==> src/rtl/bfly_pkg.sv <==
// Shared butterfly definitions: default widths, complex types and the
// reduction used when a wide result is squeezed back to DATA_W.
// Build option: IBFLY_SAT_EN selects saturation instead of wrap.
package bfly_pkg;

    localparam int DEF_DATA_W = 9;
    localparam int DEF_TW_W   = 9;
    localparam int RED_W      = 64;

    typedef struct packed {
        logic signed [DEF_DATA_W-1:0] re;
        logic signed [DEF_DATA_W-1:0] im;
    } cplx_t;

    typedef struct packed {
        logic signed [DEF_TW_W-1:0] re;
        logic signed [DEF_TW_W-1:0] im;
    } tw_t;

    // Largest value representable in a w-bit signed word.
    function automatic logic signed [RED_W-1:0] sat_hi(input int w);
        return (RED_W'(1) <<< (w - 1)) - RED_W'(1);
    endfunction

    // Smallest value representable in a w-bit signed word.
    function automatic logic signed [RED_W-1:0] sat_lo(input int w);
        return -(RED_W'(1) <<< (w - 1));
    endfunction

    // True when v does not fit in a w-bit signed word.
    function automatic logic saturates(input logic signed [RED_W-1:0] v, input int w);
        return (v > sat_hi(w)) || (v < sat_lo(w));
    endfunction

    // Reduce v to w significant bits, sign-extended back to RED_W.
    function automatic logic signed [RED_W-1:0] reduce(input logic signed [RED_W-1:0] v,
                                                       input int w);
`ifdef IBFLY_SAT_EN
        if (v > sat_hi(w)) return sat_hi(w);
        if (v < sat_lo(w)) return sat_lo(w);
        return v;
`else
        return (v <<< (RED_W - w)) >>> (RED_W - w);
`endif
    endfunction

endpackage

==> src/rtl/ibfly2_pipe_cmul_conj.sv <==
// Combinational complex multiply d * conj(w), full-width signed result.
module cmul_conj #(
    parameter int D_W  = 10,
    parameter int TW_W = 9,
    parameter int P_W  = 19
) (
    input  logic signed [D_W-1:0]  d_re,
    input  logic signed [D_W-1:0]  d_im,
    input  logic signed [TW_W-1:0] w_re,
    input  logic signed [TW_W-1:0] w_im,
    output logic signed [P_W-1:0]  p_re,
    output logic signed [P_W-1:0]  p_im
);

    // (dr + j di)(wr - j wi) = (dr wr + di wi) + j (di wr - dr wi)
    always_comb begin
        p_re = P_W'(d_re) * P_W'(w_re) + P_W'(d_im) * P_W'(w_im);
        p_im = P_W'(d_im) * P_W'(w_re) - P_W'(d_re) * P_W'(w_im);
    end

endmodule

==> src/rtl/ibfly2_pipe.sv <==
// Three-stage radix-2 inverse butterfly: a = (in0+in1)/2,
// b = conj(w)(in0-in1)/2, with a single global valid/ready advance.
// Build option: IBFLY_SAT_EN saturates the final reduction and adds ovf_flag.
module ibfly2_pipe
    import bfly_pkg::*;
#(
    parameter int DATA_W  = DEF_DATA_W,
    parameter int TW_W    = DEF_TW_W,
    parameter int TW_FRAC = 0
) (
    input  logic                     clk,
    input  logic                     rst,
    input  logic                     in_valid,
    output logic                     in_ready,
    input  logic signed [DATA_W-1:0] in0r,
    input  logic signed [DATA_W-1:0] in0i,
    input  logic signed [DATA_W-1:0] in1r,
    input  logic signed [DATA_W-1:0] in1i,
    input  logic signed [TW_W-1:0]   wr,
    input  logic signed [TW_W-1:0]   wi,
    output logic                     out_valid,
    input  logic                     out_ready,
    output logic signed [DATA_W-1:0] inr,
    output logic signed [DATA_W-1:0] ini,
    output logic signed [DATA_W-1:0] yr,
    output logic signed [DATA_W-1:0] yi
`ifdef IBFLY_SAT_EN
    ,
    output logic                     ovf_flag
`endif
);

    localparam int S_W  = DATA_W + 1;
    localparam int P_W  = DATA_W + TW_W + 1;
    localparam int Y_SH = TW_FRAC + 1;

    logic adv;

    logic                   s1_valid_q, s1_valid_d;
    logic signed [S_W-1:0]  s1_sr_q, s1_sr_d, s1_si_q, s1_si_d;
    logic signed [S_W-1:0]  s1_dr_q, s1_dr_d, s1_di_q, s1_di_d;
    logic signed [TW_W-1:0] s1_wr_q, s1_wr_d, s1_wi_q, s1_wi_d;

    logic                   s2_valid_q, s2_valid_d;
    logic signed [S_W-1:0]  s2_sr_q, s2_sr_d, s2_si_q, s2_si_d;
    logic signed [P_W-1:0]  s2_pr_q, s2_pr_d, s2_pi_q, s2_pi_d;

    logic                      s3_valid_q, s3_valid_d;
    logic signed [DATA_W-1:0]  inr_q, inr_d, ini_q, ini_d, yr_q, yr_d, yi_q, yi_d;

    logic signed [P_W-1:0]   prod_re, prod_im;
    logic signed [RED_W-1:0] a_re_w, a_im_w, b_re_w, b_im_w;

`ifdef IBFLY_SAT_EN
    logic ovf_q, ovf_d;
    assign ovf_flag = ovf_q;
`endif

    // A stalled output is the only thing that can freeze the pipe.
    assign adv       = out_ready | ~s3_valid_q;
    assign in_ready  = adv;
    assign out_valid = s3_valid_q;
    assign inr       = inr_q;
    assign ini       = ini_q;
    assign yr        = yr_q;
    assign yi        = yi_q;

    cmul_conj #(
        .D_W  (S_W),
        .TW_W (TW_W),
        .P_W  (P_W)
    ) u_cmul (
        .d_re (s1_dr_q),
        .d_im (s1_di_q),
        .w_re (s1_wr_q),
        .w_im (s1_wi_q),
        .p_re (prod_re),
        .p_im (prod_im)
    );

    // Next-state for every stage: hold by default, shift together on adv.
    always_comb begin
        // NOTE: every _d gets its hold value first so no path leaves it unassigned (no latch).
        s1_valid_d = s1_valid_q;
        s1_sr_d    = s1_sr_q;
        s1_si_d    = s1_si_q;
        s1_dr_d    = s1_dr_q;
        s1_di_d    = s1_di_q;
        s1_wr_d    = s1_wr_q;
        s1_wi_d    = s1_wi_q;
        s2_valid_d = s2_valid_q;
        s2_sr_d    = s2_sr_q;
        s2_si_d    = s2_si_q;
        s2_pr_d    = s2_pr_q;
        s2_pi_d    = s2_pi_q;
        s3_valid_d = s3_valid_q;
        inr_d      = inr_q;
        ini_d      = ini_q;
        yr_d       = yr_q;
        yi_d       = yi_q;
`ifdef IBFLY_SAT_EN
        ovf_d      = ovf_q;
`endif

        // Floor halving of the sums and floor scaling of the products.
        a_re_w = RED_W'(s2_sr_q >>> 1);
        a_im_w = RED_W'(s2_si_q >>> 1);
        b_re_w = RED_W'(s2_pr_q >>> Y_SH);
        b_im_w = RED_W'(s2_pi_q >>> Y_SH);

        if (adv) begin
            s1_valid_d = in_valid;
            if (in_valid) begin
                s1_sr_d = S_W'(in0r) + S_W'(in1r);
                s1_si_d = S_W'(in0i) + S_W'(in1i);
                s1_dr_d = S_W'(in0r) - S_W'(in1r);
                s1_di_d = S_W'(in0i) - S_W'(in1i);
                s1_wr_d = wr;
                s1_wi_d = wi;
            end

            s2_valid_d = s1_valid_q;
            s2_sr_d    = s1_sr_q;
            s2_si_d    = s1_si_q;
            s2_pr_d    = prod_re;
            s2_pi_d    = prod_im;

            s3_valid_d = s2_valid_q;
            inr_d      = DATA_W'(reduce(a_re_w, DATA_W));
            ini_d      = DATA_W'(reduce(a_im_w, DATA_W));
            yr_d       = DATA_W'(reduce(b_re_w, DATA_W));
            yi_d       = DATA_W'(reduce(b_im_w, DATA_W));
`ifdef IBFLY_SAT_EN
            if (s2_valid_q && (saturates(a_re_w, DATA_W) || saturates(a_im_w, DATA_W) ||
                               saturates(b_re_w, DATA_W) || saturates(b_im_w, DATA_W)))
                ovf_d = 1'b1;
`endif
        end
    end

    // Control and output registers: cleared by synchronous reset.
    always_ff @(posedge clk) begin
        // NOTE: state is assigned with <= so all flops sample pre-edge values together.
        if (rst) begin
            s1_valid_q <= 1'b0;
            s2_valid_q <= 1'b0;
            s3_valid_q <= 1'b0;
            inr_q      <= '0;
            ini_q      <= '0;
            yr_q       <= '0;
            yi_q       <= '0;
`ifdef IBFLY_SAT_EN
            ovf_q      <= 1'b0;
`endif
        end else begin
            s1_valid_q <= s1_valid_d;
            s2_valid_q <= s2_valid_d;
            s3_valid_q <= s3_valid_d;
            inr_q      <= inr_d;
            ini_q      <= ini_d;
            yr_q       <= yr_d;
            yi_q       <= yi_d;
`ifdef IBFLY_SAT_EN
            ovf_q      <= ovf_d;
`endif
        end
    end

    // Internal stage data: qualified by the valid bits, so it needs no reset.
    always_ff @(posedge clk) begin
        // NOTE: datapath flops are left unreset; a cleared valid bit already makes them don't-care.
        s1_sr_q <= s1_sr_d;
        s1_si_q <= s1_si_d;
        s1_dr_q <= s1_dr_d;
        s1_di_q <= s1_di_d;
        s1_wr_q <= s1_wr_d;
        s1_wi_q <= s1_wi_d;
        s2_sr_q <= s2_sr_d;
        s2_si_q <= s2_si_d;
        s2_pr_q <= s2_pr_d;
        s2_pi_q <= s2_pi_d;
    end

endmodule

==> config.mk <==
export PLATFORM = sky130hd
export DESIGN_NAME = ibfly2_pipe
export DESIGN_NICKNAME = d
export VERILOG_FILES = /design/src/rtl/bfly_pkg.sv /design/src/rtl/ibfly2_pipe_cmul_conj.sv /design/src/rtl/ibfly2_pipe.sv
export SDC_FILE = /design/constraint.sdc
export NUM_CORES = 1
export LEC_CHECK = 0
export ABC_AREA = 1
export BUFFER_PORTS_ARGS = -buffer_cell sky130_fd_sc_hd__clkbuf_2
export CORE_ASPECT_RATIO = 1.25
export CORE_MARGIN = 10
export CORE_UTILIZATION = 40
export CTS_BUF_LIST = sky130_fd_sc_hd__clkbuf_4
export DETAILED_ROUTE_END_ITERATION = 6
export GPL_TIMING_DRIVEN = 1
export SYNTH_ARGS = -nofsm -noshare
export SYNTH_HDL_FRONTEND = slang
export SYNTH_SLANG_ARGS = --single-unit
export TNS_END_PERCENT = 1
==> constraint.sdc <==
create_clock -name clk -period 8.3 [get_ports clk]
set_clock_uncertainty 0.2 [all_clocks]
set_input_delay 1.245 -clock clk [delete_from_list [all_inputs] [get_ports clk]]
set_output_delay 1.245 -clock clk [all_outputs]
set_load 0.01 [all_outputs]
==> flow_summary.json, run 1 <==
{
  "yosys_warnings": 0,
  "start_kind": "flip-flop",
  "outcome": "finished, final reports clean",
  "leakage_nw": 7.44,
  "final_hold_viol_count": 0,
  "period_needed_ns": 6.15,
  "pwr-share-seq_pct": 19.9,
  "first_global_vias": 9470,
  "cp_max_fo": 21,
  "cts_buffer_depth": 2,
  "cp_cell_sequence": "nand2_1 -> inv_1 -> fa_1 -> fa_1 -> inv_1 -> fa_1 -> inv_1 -> fa_1 -> fa_1 -> inv_1 -> fa_1 -> fa_1 -> ha_1 -> nand2_1 -> inv_1 -> nand4_1 -> o211ai_1 -> xnor2_1 -> inv_1 -> nand2_1 -> nand2_1",
  "relSlewSlack_pct": 40.8,
  "ant_nets": 0,
  "cts_setup_buffers": 0,
  "finalNetCount": 1852,
  "clk_pin_slew_ns": 0.14,
  "htreeDepth": 4,
  "mappedNetlistNets": 1790,
  "antenna_found_initial": 1,
  "dr_wl_met2_um": 14400,
  "cts_tree": "built",
  "path_depth": 21,
  "drtIter0Drc": 483,
  "placed_area_mm2": 0.0131,
  "critPathRequiredTime_ns": 8.41,
  "die_h_um": 217,
  "io_pins": 96,
  "fmax_mhz": 163,
  "total_power_mw": 5.79,
  "synth_flop_cell": "edfxtp_1",
  "reg2reg_to": "s2_pi_q[9]",
  "yosysUniqueCellTypes": 34,
  "final.setup.tns_ns": 0,
  "worst_slew_pin_slew_ns": 0.888,
  "dr.pass1.iters": 5,
  "ys_seq_area_share_pct": 28.6,
  "finalSetupViolCount": 0,
  "cp_slowest_cell": "edfxtp_1",
  "synth.avg_cell_area_um2": 8.42,
  "clk_latency_ns": 0.56,
  "rsz0062_at_grt": "no",
  "met3_wirelength_um": 1450,
  "critical_path.top_delay_family": "adder cells",
  "drv_cap": 0,
  "post-synth-top-area-cell": "edfxtp_1",
  "fp.dieW_um": 177,
  "yosys-top-cells-area": "edfxtp_1, fa_1, ha_1",
  "p_clk_share_pct": 7.9,
  "p_sw_share_pct": 48.6,
  "wl_per_cell_um": 14.1,
  "layout_setup_ws_ns": 2.15,
  "synth_edf_count": 92,
  "pre_cts_ws_ns": 2.21,
  "numPlacedInstances": 1923,
  "grt_pass1_wl_um": 46600,
  "ys_ff_latch": 131,
  "syn_area_mm2": 0.0124,
  "root_buffer": "clkbuf_4",
  "crit_buf_inv": 6,
  "avgViaCountPerCell": 4.60,
  "hold_buffers": 0,
  "critPathCapture": "s2_pi_q[9]",
  "core.rowCount": 72,
  "cts_resized": 0,
  "grt_max_degree": 57,
  "switching_power_mw": 2.82,
  "final_cells": 1956,
  "report.final.slew_viol_count": 0,
  "start_util_pct": 40.2,
  "routed_wl_um": 27700,
  "max_stage_delay_ns": 0.95,
  "core_mm2": 0.0308,
  "utilization_pct": 43.6,
  "power.density_mw_per_mm2": 431,
  "port-buffer-count": 95,
  "synth_top_area_share_pct": 22.3,
  "top_layer": "met4",
  "combPwrFrac_pct": 72.2,
  "gr-usage-all-layers_pct": 15.2,
  "critPathMostFrequentCell": "fa_1",
  "p_int_mw": 2.97,
  "syn-instance-count": 1473,
  "worst_ir_drop_vdd_mv": 0.491,
  "num_vias": 9006,
  "arrival_ns": 6.26,
  "worstSetupPathType": "flip-flop to flip-flop",
  "wl_met1_um": 11100,
  "hold_path_class": "flip-flop to flip-flop",
  "syn_to_final_growth_pct": 8.26,
  "drc": 0,
  "gr-total-overflow": 0,
  "worst_hold_slack_ns": 0.222,
  "worstReg2RegStart": "s1_wi_q[0]",
  "setup.worst_path.start": "s1_wi_q[0]",
  "async_flop_share_pct": 0,
  "stdcell_area_mm2": 0.0134,
  "r2r_cells": 21,
  "period_share_pct": 74.0,
  "place_congestion": 0.857,
  "numCtsBuffers": 17,
  "critPathCaptureType": "flip-flop",
  "cts.sinks": 131,
  "dp_hpwl_um": 21900,
  "drive_gt1_share_pct": 9.56,
  "rrSetupSlack_ns": 2.15,
  "dieArea_mm2": 0.0385
}
==> area by class of cell <==
type,count,area (µm²)
flip-flops and latches,131,3540
fillers,3160,17400
repair buffers,98,498
clock inverters,13,149
diodes,1,2.50
inverters,350,1310
well taps,407,509
multi-input cells,937,7270
clock buffers,19,143
==> registers in the layout, indices dropped and copies added, names as in the netlist <==
name and cells:
s1_sr_q 9, s2_si_q 9, yr 9, yi 9, s2_pr_q 9, s1_valid_q 1, s1_wr_q 9, s2_valid_q 1
s1_di_q 10, out_valid 1, s1_si_q 9, s1_dr_q 10, s2_pi_q 9, inr 9, s2_sr_q 9, ini 9
s1_wi_q 9
==> layer usage <==
layer	track usage, %	up-vias
met4	5.59	0
met5	0	-
met3	2.72	43
met1	17.6	4199
met2	27.2	226
li1	-	4538
==> worst min-delay path by stage <==
stage | startpoint | endpoint | slack [ns] | cells after the start
6_report | s1_si_q[4] | s2_si_q[4] | 0.22 | 0
5_1_grt | s1_si_q[6] | s2_si_q[6] | 0.24 | 0
4_1_cts | s1_si_q[5] | s2_si_q[5] | 0.23 | 0
3_5_place_dp | s1_si_q[6] | s2_si_q[6] | 0.20 | 0
3_3_place_gp | s1_si_q[2] | s2_si_q[2] | 0.20 | 0
2_1_floorplan | s1_si_q[1] | s2_si_q[1] | 0.20 | 0
==> power groups by stage <==
stage | combinational, mW | sequential [mW] | clock (mW)
after floorplan | 3.22 | 1.11 | 0
after global placement | 4.11 | 1.17 | 0
after detailed placement | 4.22 | 1.17 | 0
after CTS | 4.26 | 1.15 | 0.476
after global routing | 4.92 | 1.17 | 0.499
final | 4.18 | 1.15 | 0.456
==> synth_stat cells, drive strengths merged, types with 2 or more instances <==
cell / count
or2: 3
inv: 350
nand4: 4
buf: 22
nand3: 40
nand2: 451
nor2: 22
o21ai: 14
a21oi: 71
xor2: 41
edfxtp: 92
fa: 125
clkbuf: 33
dfxtp: 39
nor3: 2
o31ai: 2
o21bai: 4
xnor2: 13
ha: 134
nand3b: 6
==> worst reg2reg max path, cell delays in order (launching register included) <==
cell and delay, ns:
edfxtp_1 0.95, nand2_1 0.10, inv_1 0.10, fa_1 0.42, fa_1 0.50, inv_1 0.06
fa_1 0.50, inv_1 0.06, fa_1 0.51, fa_1 0.50, inv_1 0.05, fa_1 0.49
fa_1 0.42, ha_1 0.34, nand2_1 0.08, inv_1 0.07, nand4_1 0.10, o211ai_1 0.12
xnor2_1 0.17, inv_1 0.06, nand2_1 0.06, nand2_1 0.04
==> cells by family after synthesis <==
family	count (synthesis)	share of synthesized area, %
AO/OA/AOI/OAI	94	4.03
XOR/XNOR	54	3.87
adder cells (fa/ha/maj)	259	33.7
buffers and inverters	405	12.8
flip-flops	131	28.6
AND/OR/NAND/NOR	530	17.0
==> layout by cell type (no fill, tap or decap), drive strengths merged, types with 4 or more instances in the layout <==
cell / instances
inv: 355
dfxtp: 39
nor2: 22
o21bai: 4
fa: 125
clkbuf: 114
a21oi: 71
xor2: 41
o21ai: 14
ha: 134
nand4: 4
nand3b: 6
edfxtp: 92
nand2: 451
nand3: 40
clkinv: 4
xnor2: 13
Power figures use the tool's default switching activity.
==> inputs of run 2 (changes only) <==
Clock period 8.3 ns to 6 ns, I/O delays scaled along.
==> run 2 against run 1 <==
Compared with the run above: sequential power is 33% higher; cell area is 3.7% higher; wire length is 4.7% higher; maximum frequency is 5.0% higher; setup slack worse by 2.0 ns; first-iteration DRC count is 15% lower; die area stayed put; via count is 3.4% higher; total power is 49% higher; final cell count is 3.0% higher; sequential cell count stayed put; critical path type unchanged; critical endpoint unchanged; highest routed layer unchanged.
==> flow_summary.json, run 2 (synthesis results as in run 1) <==
{
  "drtIter0Drc": 409,
  "wl_per_cell_um": 14.4,
  "grt_max_degree": 41,
  "final_cell_mix": "nand2_1, inv_1, ha_1, fa_1, clkbuf_2",
  "hold_path_class": "flip-flop to flip-flop",
  "start_kind": "flip-flop",
  "routed_wl_um": 29000,
  "critPathCapture": "s2_pi_q[9]",
  "core_mm2": 0.0308,
  "final_hold_viol_count": 0,
  "worst_ir_drop_vdd_mv": 0.792,
  "syn_to_final_growth_pct": 12.2,
  "reg2reg_to": "s2_pi_q[9]",
  "report.final.slew_viol_count": 0,
  "cts_buffer_depth": 2,
  "gr-usage-all-layers_pct": 15.6,
  "rrSetupSlack_ns": 0.15,
  "core.rowCount": 72,
  "clk_latency_ns": 0.61,
  "start_util_pct": 40.2,
  "dieArea_mm2": 0.0385,
  "finalNetCount": 1910,
  "utilization_pct": 45.2,
  "avgViaCountPerCell": 4.62,
  "register_area_mm2": 0.00354,
  "dp_hpwl_um": 23000,
  "pre_cts_ws_ns": 0.114,
  "critPathCaptureType": "flip-flop",
  "r2r_cells": 19,
  "worstSetupPathType": "flip-flop to flip-flop",
  "finalSetupViolCount": 0,
  "fp.dieW_um": 177,
  "relSlewSlack_pct": 42.4,
  "grt_pass1_wl_um": 47300,
  "cp_max_fo": 10,
  "numCtsBuffers": 17,
  "layout_commonest_cell": "nand2_1",
  "die_h_um": 217,
  "setup.worst_path.start": "s1_wi_q[3]",
  "critPathRequiredTime_ns": 6.15,
  "rsz0062_at_grt": "yes",
  "arrival_ns": 6.00,
  "p_clk_share_pct": 7.9,
  "worstReg2RegStart": "s1_wi_q[3]",
  "place_congestion": 0.867,
  "ant_nets": 0,
  "power.density_mw_per_mm2": 620,
  "antenna_found_initial": 2,
  "stdcell_area_mm2": 0.0139,
  "cts_tree": "built",
  "leakage_nw": 7.73,
  "dr.pass1.iters": 5,
  "drive_gt1_share_pct": 13.3,
  "p_int_mw": 4.56,
  "htreeDepth": 4,
  "hp-start": "s1_sr_q[7]",
  "drc": 0,
  "final.setup.tns_ns": 0,
  "root_buffer": "clkbuf_4",
  "drv_cap": 0,
  "gr-total-overflow": 0,
  "clk_pin_slew_ns": 0.12,
  "period_needed_ns": 5.85,
  "worst_slew_pin_slew_ns": 0.863,
  "combPwrFrac_pct": 74.3,
  "multi_input_area_mm2": 0.00730,
  "num_vias": 9310,
  "layout_setup_ws_ns": 0.149,
  "switching_power_mw": 4.06,
  "first_global_vias": 9471,
  "period_share_pct": 97.5,
  "fillCellCount": 3110,
  "pwr-share-seq_pct": 17.7,
  "port-buffer-count": 95,
  "p_sw_share_pct": 47.1,
  "top_regs": "s1_di_q: 10 flops, s1_dr_q: 10 flops",
  "cts.sinks": 131,
  "placed_area_mm2": 0.0134,
  "io_pins": 96,
  "outcome": "finished, final reports clean",
  "fmax_mhz": 171
}
==> run 2: cell count changes in the layout (fill, tap and decap cells not counted), moves of 2 or more <==
cell / previous run / this run
clkinv_4: 2 / 5
a21oi_1: 71 / 69
buf_4: 3 / 59
ha_1: 134 / 132
inv_1: 345 / 341
ha_4: 0 / 2
a21oi_2: 0 / 2
inv_2: 5 / 9
==> run 2: layout make-up <==
cell class | instances | area share (%)
flip-flops and latches | 131 | 25.5
multi-input cells | 937 | 52.5
clock inverters | 14 | 1.27
well taps | 407 | 3.66
repair buffers | 156 | 6.72
inverters | 350 | 9.44
clock buffers | 18 | 0.971
diodes | 2 | 0.0360
==> run 2: timing repair <==
action                                  in CTS  in global routing
setup buffers                                0                 20
hold buffers                                 0                  0
endpoints found under the setup margin       0                  2
gates resized for setup                      0                 10
==> run 2: metal layers <==
metal / up-vias / global-route usage [%] / part of all wire [%]
met5: - / 0 / 0
met4: 0 / 6.65 / 3.5
met3: 54 / 2.39 / 4.2
met2: 202 / 27.4 / 50
met1: 4404 / 18.4 / 42
li1: 4650 / - / -
==> run 2: worst min-delay path by stage <==
| stage | end | slack [ns] | cells past startpoint |
|---|---|---|---|
| after floorplan | s2_si_q[1] | 0.20 | 0 |
| after global placement | s2_si_q[4] | 0.20 | 0 |
| after detailed placement | s2_si_q[6] | 0.20 | 0 |
| after CTS | s1_wr_q[2] | 0.21 | 1 |
| after global routing | s2_si_q[4] | 0.23 | 0 |
| final | s2_sr_q[7] | 0.23 | 0 |
==> run 2: per-stage QoR <==
step / hold slack (ns) / total power, mW / cells
floorplan: 0.200 / 5.99 / 1473
global placement: 0.201 / 7.23 / 1961
detailed placement: 0.205 / 7.40 / 1961
CTS: 0.207 / 8.13 / 1993
global route: 0.231 / 9.70 / 2015
finish: 0.233 / 8.63 / 2015
==> run 2: power groups by stage <==
stage          Sequential (mW)  Combinational [mW]  Clock, mW
2_1_floorplan             1.53                4.46          0
3_3_place_gp              1.55                5.68          0
3_5_place_dp              1.56                5.84          0
4_1_cts                   1.54                5.88      0.716
5_1_grt                   1.54                7.42      0.741
6_report                  1.53                6.41      0.684
==> run 2: worst max-delay path, stage by stage (launching register included) <==
cell and delay (ns):
edfxtp_1 0.63, nand2_1 0.15, inv_1 0.06, fa_1 0.48, fa_1 0.51, fa_1 0.52, fa_1 0.51, fa_1 0.54
inv_2 0.05, fa_1 0.47, fa_1 0.58, ha_4 0.23, nand2_2 0.07, inv_1 0.04, nand4_1 0.09, o211ai_1 0.11
xnor2_1 0.23, inv_1 0.06, nand2_1 0.06, nand2_1 0.04
